File: src/rtl/pll_lock_supervisor.sv
// PLL lock supervisor: sequences the PLL reset, qualifies lock stability,
// gates the miner-core reset and keeps saturating health counters.
// Runs entirely on the board reference clock.
module pll_lock_supervisor #(
    parameter int unsigned PLL_RST_CYCLES      = 16,
    parameter int unsigned LOCK_STABLE_CYCLES  = 1024,
    parameter int unsigned LOCK_TIMEOUT_CYCLES = 65536,
    parameter int unsigned CNT_W               = 8
) (
    input  logic             clock_in,
    input  logic             reset_n,
    input  logic             pll_locked,
    input  logic             force_relock,
    input  logic             clear_status,
    output logic             pll_resetb,
    output logic             core_reset_n,
    output logic             ready,
    output logic             lock_lost,
    output logic [CNT_W-1:0] relock_count,
    output logic [CNT_W-1:0] timeout_count
);

    localparam int unsigned MAX_AB  = (PLL_RST_CYCLES > LOCK_STABLE_CYCLES) ?
                                      PLL_RST_CYCLES : LOCK_STABLE_CYCLES;
    localparam int unsigned CNT_MAX = (MAX_AB > LOCK_TIMEOUT_CYCLES) ?
                                      MAX_AB : LOCK_TIMEOUT_CYCLES;
    localparam int unsigned CTR_W   = $clog2(CNT_MAX + 1);

    localparam logic [CTR_W-1:0] RST_LAST     = CTR_W'(PLL_RST_CYCLES - 1);
    localparam logic [CTR_W-1:0] STABLE_LAST  = CTR_W'(LOCK_STABLE_CYCLES - 1);
    localparam logic [CTR_W-1:0] TIMEOUT_LAST = CTR_W'(LOCK_TIMEOUT_CYCLES - 1);

    typedef enum logic [1:0] {
        ST_PLL_RST,
        ST_WAIT_LOCK,
        ST_STABILIZE,
        ST_RUN
    } state_t;

    state_t           state_q, state_d;
    logic [CTR_W-1:0] cnt_q, cnt_d;
    logic             lock_meta_q, lock_s_q;

    logic             loss_evt, relock_evt, timeout_evt;

    logic             pll_resetb_q, pll_resetb_d;
    logic             core_reset_n_q, core_reset_n_d;
    logic             ready_q, ready_d;
    logic             lock_lost_q, lock_lost_d;
    logic [CNT_W-1:0] relock_count_q, relock_count_d;
    logic [CNT_W-1:0] timeout_count_q, timeout_count_d;

    // State register, phase counter and two-flop lock synchronizer
    always_ff @(posedge clock_in or negedge reset_n) begin
        if (!reset_n) begin
            state_q     <= ST_PLL_RST;
            cnt_q       <= '0;
            lock_meta_q <= 1'b0;
            lock_s_q    <= 1'b0;
        end else begin
            state_q     <= state_d;
            cnt_q       <= cnt_d;
            lock_meta_q <= pll_locked;
            lock_s_q    <= lock_meta_q;
        end
    end

    // Next-state and phase-counter logic; also flags status events
    always_comb begin
        state_d     = state_q;
        cnt_d       = cnt_q;
        loss_evt    = 1'b0;
        relock_evt  = 1'b0;
        timeout_evt = 1'b0;
        case (state_q)
            ST_PLL_RST: begin
                if (cnt_q == RST_LAST) begin
                    state_d = ST_WAIT_LOCK;
                    cnt_d   = '0;
                end else begin
                    cnt_d = cnt_q + 1'b1;
                end
            end
            ST_WAIT_LOCK: begin
                if (lock_s_q) begin
                    state_d = ST_STABILIZE;
                    cnt_d   = '0;
                end else if (cnt_q == TIMEOUT_LAST) begin
                    state_d     = ST_PLL_RST;
                    cnt_d       = '0;
                    timeout_evt = 1'b1;
                end else begin
                    cnt_d = cnt_q + 1'b1;
                end
            end
            ST_STABILIZE: begin
                if (!lock_s_q) begin
                    state_d = ST_WAIT_LOCK;
                    cnt_d   = '0;
                end else if (cnt_q == STABLE_LAST) begin
                    state_d = ST_RUN;
                    cnt_d   = '0;
                end else begin
                    cnt_d = cnt_q + 1'b1;
                end
            end
            ST_RUN: begin
                // Lock loss takes priority so a coincident force counts once
                if (!lock_s_q) begin
                    state_d    = ST_PLL_RST;
                    cnt_d      = '0;
                    loss_evt   = 1'b1;
                    relock_evt = 1'b1;
                end else if (force_relock) begin
                    state_d    = ST_PLL_RST;
                    cnt_d      = '0;
                    relock_evt = 1'b1;
                end
            end
            default: begin
                state_d = ST_PLL_RST;
                cnt_d   = '0;
            end
        endcase
    end

    // Output next values: control outputs follow the next state, status
    // updates saturate and are overridden by a clear
    always_comb begin
        pll_resetb_d    = (state_d != ST_PLL_RST);
        core_reset_n_d  = (state_d == ST_RUN);
        ready_d         = (state_d == ST_RUN);
        lock_lost_d     = lock_lost_q | loss_evt;
        relock_count_d  = relock_count_q;
        timeout_count_d = timeout_count_q;
        if (relock_evt && (relock_count_q != '1)) begin
            relock_count_d = relock_count_q + 1'b1;
        end
        if (timeout_evt && (timeout_count_q != '1)) begin
            timeout_count_d = timeout_count_q + 1'b1;
        end
        if (clear_status) begin
            lock_lost_d     = 1'b0;
            relock_count_d  = '0;
            timeout_count_d = '0;
        end
    end

    // Registered outputs
    always_ff @(posedge clock_in or negedge reset_n) begin
        if (!reset_n) begin
            pll_resetb_q    <= 1'b0;
            core_reset_n_q  <= 1'b0;
            ready_q         <= 1'b0;
            lock_lost_q     <= 1'b0;
            relock_count_q  <= '0;
            timeout_count_q <= '0;
        end else begin
            pll_resetb_q    <= pll_resetb_d;
            core_reset_n_q  <= core_reset_n_d;
            ready_q         <= ready_d;
            lock_lost_q     <= lock_lost_d;
            relock_count_q  <= relock_count_d;
            timeout_count_q <= timeout_count_d;
        end
    end

    assign pll_resetb    = pll_resetb_q;
    assign core_reset_n  = core_reset_n_q;
    assign ready         = ready_q;
    assign lock_lost     = lock_lost_q;
    assign relock_count  = relock_count_q;
    assign timeout_count = timeout_count_q;

endmodule

File: config.mk
export PLATFORM = sky130hd
export DESIGN_NAME = pll_lock_supervisor
export DESIGN_NICKNAME = d
export VERILOG_FILES = /design/src/rtl/pll_lock_supervisor.sv
export SDC_FILE = /design/constraint.sdc
export NUM_CORES = 1
export LEC_CHECK = 0
export ABC_AREA = 1
export CAP_MARGIN = 15
export CELL_PAD_IN_SITES_DETAIL_PLACEMENT = 1
export CELL_PAD_IN_SITES_GLOBAL_PLACEMENT = 2
export CORE_ASPECT_RATIO = 0.9
export CORE_UTILIZATION = 36
export CTS_CLUSTER_SIZE = 14
export DETAILED_ROUTE_END_ITERATION = 8
export PLACE_DENSITY = 0.86
export SYNTH_ARGS = -nofsm -noshare
export SYNTH_HDL_FRONTEND = slang
export SYNTH_SLANG_ARGS = --single-unit
File: constraint.sdc
create_clock -name clock_in -period 4.3 [get_ports clock_in]
set_input_delay 0.86 -clock clock_in [delete_from_list [all_inputs] [get_ports clock_in]]
set_output_delay 0.86 -clock clock_in [all_outputs]
set_load 0.05 [all_outputs]
==> qor.yml <==
status:
  outcome: "complete, no violations"
grt:
  grtUsageTotal_pct: 18.9
  antenna_found_initial: 0
  grt_first_pass_wirelength_um: 10400
  grt_pass1_vias: 2117
  grt_max_degree: 41
  grt_overflow: 0
power:
  pwr-share-comb_pct: 25.6
  p_seq_share_pct: 47.8
  p_sw_uw: 341
  power_density_nw_per_um2: 333
  clockPowerShare_pct: 26.7
  ir_worst_vdd_mv: 0.191
  switching_share_pct: 36.0
  p_int_uw: 606
  p_leak_nw: 1.27
run:
  cap_violations: 0
placement:
  dp_hpwl_um: 4460
  portBuffers: 24
  gp_congestion: 0.754
  placed_cells_incl_taps: 424
logic_synthesis:
  syn_inst: 315
  yosysWarnings: 0
  ys_top_cells_by_area: "dfrtp_1 (41%), nand2_1 (11%), inv_1 (6.7%), nand3_1 (5.3%), nor2_1 (4.3%)"
  synth_top_area_share_pct: 40.7
  seq_area_frac_synth_pct: 40.7
  synth_area_um2: 2460
  synth.ff_latch_count: 40
  synthDistinctLibCells: 35
  syn_area_per_cell_um2: 7.81
  synth.net_count: 325
  synth_area_leader_cell: "dfrtp_1"
detailed_routing:
  ant_nets: 0
  drt_iter0_markers: 67
  wire_per_inst_um: 13.8
  vias_per_cell: 4.95
  vias: 2138
  routed_wl_um: 5960
  drc: 0
  first_pass_iters: 4
layout:
  drive_gt1_share_pct: 13.2
  syn2layout_area_growth_pct: 15.8
  final_nets: 351
  stdcell_count: 432
  diodes: 0
floorplanning:
  core_um2: 6590
  rows: 28
  ioPinCount: 25
  die-area_um2: 7160
  initial_core_util_pct: 37.3
  die_x_um: 89.1
  die_height_um: 80.4
setup_path:
  startpoint_type: "flip-flop"
  worstPathMaxFanout: 5
  crit_slowest_cell: "clkdlybuf4s50_1"
  cpLargestDelayFamily: "buffers and inverters"
  worstSetupPathType: "flip-flop to output pin"
  critPathMaxStageDelay_ns: 0.85
  worst-path-buf-inv: 1
  cp-end-kind: "output pin"
  required_ns: 3.44
  crit_chain: "clkdlybuf4s50_1"
  arrival_ns: 1.59
sta:
  fin_worst_skew_ns: 0.00614
  slew_violations: 0
  finalHoldViolations: 0
  setup_viol_count_final: 0
  final.period_utilization_pct: 57.0
  max-slew-margin-rel_pct: 38.7
  tns_ns: 0
  fmax_mhz: 408
  tightest_slew_ns: 0.919
  grt_setup_unrepaired: "false"
  period_needed_ns: 2.45
clock_tree:
  root_buffer: "clkbuf_8"
  htreeDepth: 2
  clk_path_buf_depth: 2
  clk_pin_slew_ns: 0.08
  clock_latency_ns: 0.29
  cts_tree: "done"
  cts_hold_buf: 0
  clock_sinks: 40
  post_cts_resized: 0
  cts_buffers: 5
  cts_setup_buffers: 0
worst_hold_path:
  worstHoldPathType: "flip-flop to flip-flop"
==> worst reg2reg max path, stage by stage, from the launching register on <==
cell     delay [ns]
dfrtp_1        0.39
ha_1           0.18
nand2_1        0.14
inv_1          0.12
nand4_1        0.10
nor3_1         0.23
nand2_1        0.12
inv_1          0.07
ha_1           0.18
nor2_1         0.08
inv_1          0.07
nand3_2        0.11
nand2_2        0.31
o21ai_0        0.13
==> cell usage after synthesis, drive strengths merged <==
cell type,instances
a211oi,2
a21oi,15
buf,4
clkbuf,1
clkinv,1
dfrtp,40
ha,5
inv,46
nand2,79
nand3,30
nand4,15
nor2,36
nor3,10
o21ai,17
o22ai,1
o31ai,1
or2,3
xnor2,2
xor2,7
==> layer usage <==
metal | global-route usage (%) | vias to the layer above | part of all wire (%)
met3 | 3.08 | 4 | 2.4
met1 | 26.8 | 1046 | 51
met4 | 5.71 | 0 | 0.96
met2 | 29.5 | 19 | 45
li1 | - | 1069 | -
met5 | 0 | - | 0
==> flip-flops by register name, indices dropped and copies added, names as in the netlist <==
name           cells
cnt_q             17
lock_lost          1
ready              1
timeout_count      8
lock_s_q           1
pll_resetb         1
relock_count       8
lock_meta_q        1
state_q            2
==> per-stage QoR <==
step | instance area [um^2] | utilization [%] | hold slack, ns | total power, mW | setup slack, ns
2_1_floorplan | 2460 | - | 0.331 | 0.647 | 2.32
3_3_place_gp | 2760 | 41.9 | 0.333 | 0.701 | 1.79
3_5_place_dp | 2760 | 41.9 | 0.350 | 0.706 | 1.72
4_1_cts | 2850 | 43.2 | 0.365 | 0.965 | 1.84
5_1_grt | 2850 | 43.2 | 0.374 | 1.01 | 1.68
6_report | 2850 | 43.2 | 0.357 | 0.947 | 1.85
==> power groups by stage <==
stage / Combinational (mW) / Sequential [mW] / Clock (mW)
6_report: 0.242 / 0.453 / 0.253
5_1_grt: 0.274 / 0.460 / 0.277
4_1_cts: 0.247 / 0.453 / 0.265
3_5_place_dp: 0.246 / 0.460 / 0
3_3_place_gp: 0.242 / 0.459 / 0
2_1_floorplan: 0.167 / 0.480 / 0
==> layout make-up <==
| cell class | count | area [um^2] |
|---|---|---|
| inverters | 47 | 178 |
| multi-input cells | 223 | 1230 |
| flip-flops and latches | 40 | 1000 |
| clock buffers | 5 | 68.8 |
| clock inverters | 3 | 18.8 |
| repair buffers | 24 | 235 |
| well taps | 90 | 113 |
| fillers | 857 | 3740 |
==> cells in the final DEF, fill, tap and decap left out, drive strengths merged, types with 2 or more instances in the layout <==
cell / Yosys / routed
nand2: 79 / 79
inv: 46 / 46
dfrtp: 40 / 40
nor2: 36 / 36
nand3: 30 / 30
clkdlybuf4s50: 0 / 23
o21ai: 17 / 17
nand4: 15 / 15
a21oi: 15 / 15
nor3: 10 / 10
xor2: 7 / 7
ha: 5 / 5
clkbuf: 1 / 5
clkinv: 1 / 4
or2: 3 / 3
a211oi: 2 / 2
xnor2: 2 / 2
==> logic make-up after synthesis <==
kind of cell             share of synthesized area, %
flip-flops                                       40.7
AO/OA/AOI/OAI                                    9.36
XOR/XNOR                                         3.51
adder cells (fa/ha/maj)                          2.54
AND/OR/NAND/NOR                                  34.7
buffers and inverters                            9.16
==> path summary, 6_finish.rpt <==
| path | from | to | slack [ns] | cells past startpoint |
|---|---|---|---|---|
| max in group asynchronous | reset_n | cnt_q[12]$_DFFE_PN0P_ | 3.02 | 1 |
| worst min register to register | lock_meta_q$_DFF_PN0_ | lock_s_q$_DFF_PN0_ | 0.36 | 0 |
| worst min-delay path | lock_meta_q$_DFF_PN0_ | lock_s_q$_DFF_PN0_ | 0.36 | 0 |
| worst max register to register | cnt_q[0]$_DFFE_PN0P_ | cnt_q[0]$_DFFE_PN0P_ | 1.95 | 13 |
| min in group asynchronous | reset_n | timeout_count[2]$_DFFE_PN0P_ | 0.68 | 1 |
| worst max-delay path | timeout_count[2]$_DFFE_PN0P_ | timeout_count[2] | 1.85 | 1 |
No activity file was read; power rests on OpenSTA's default activity.
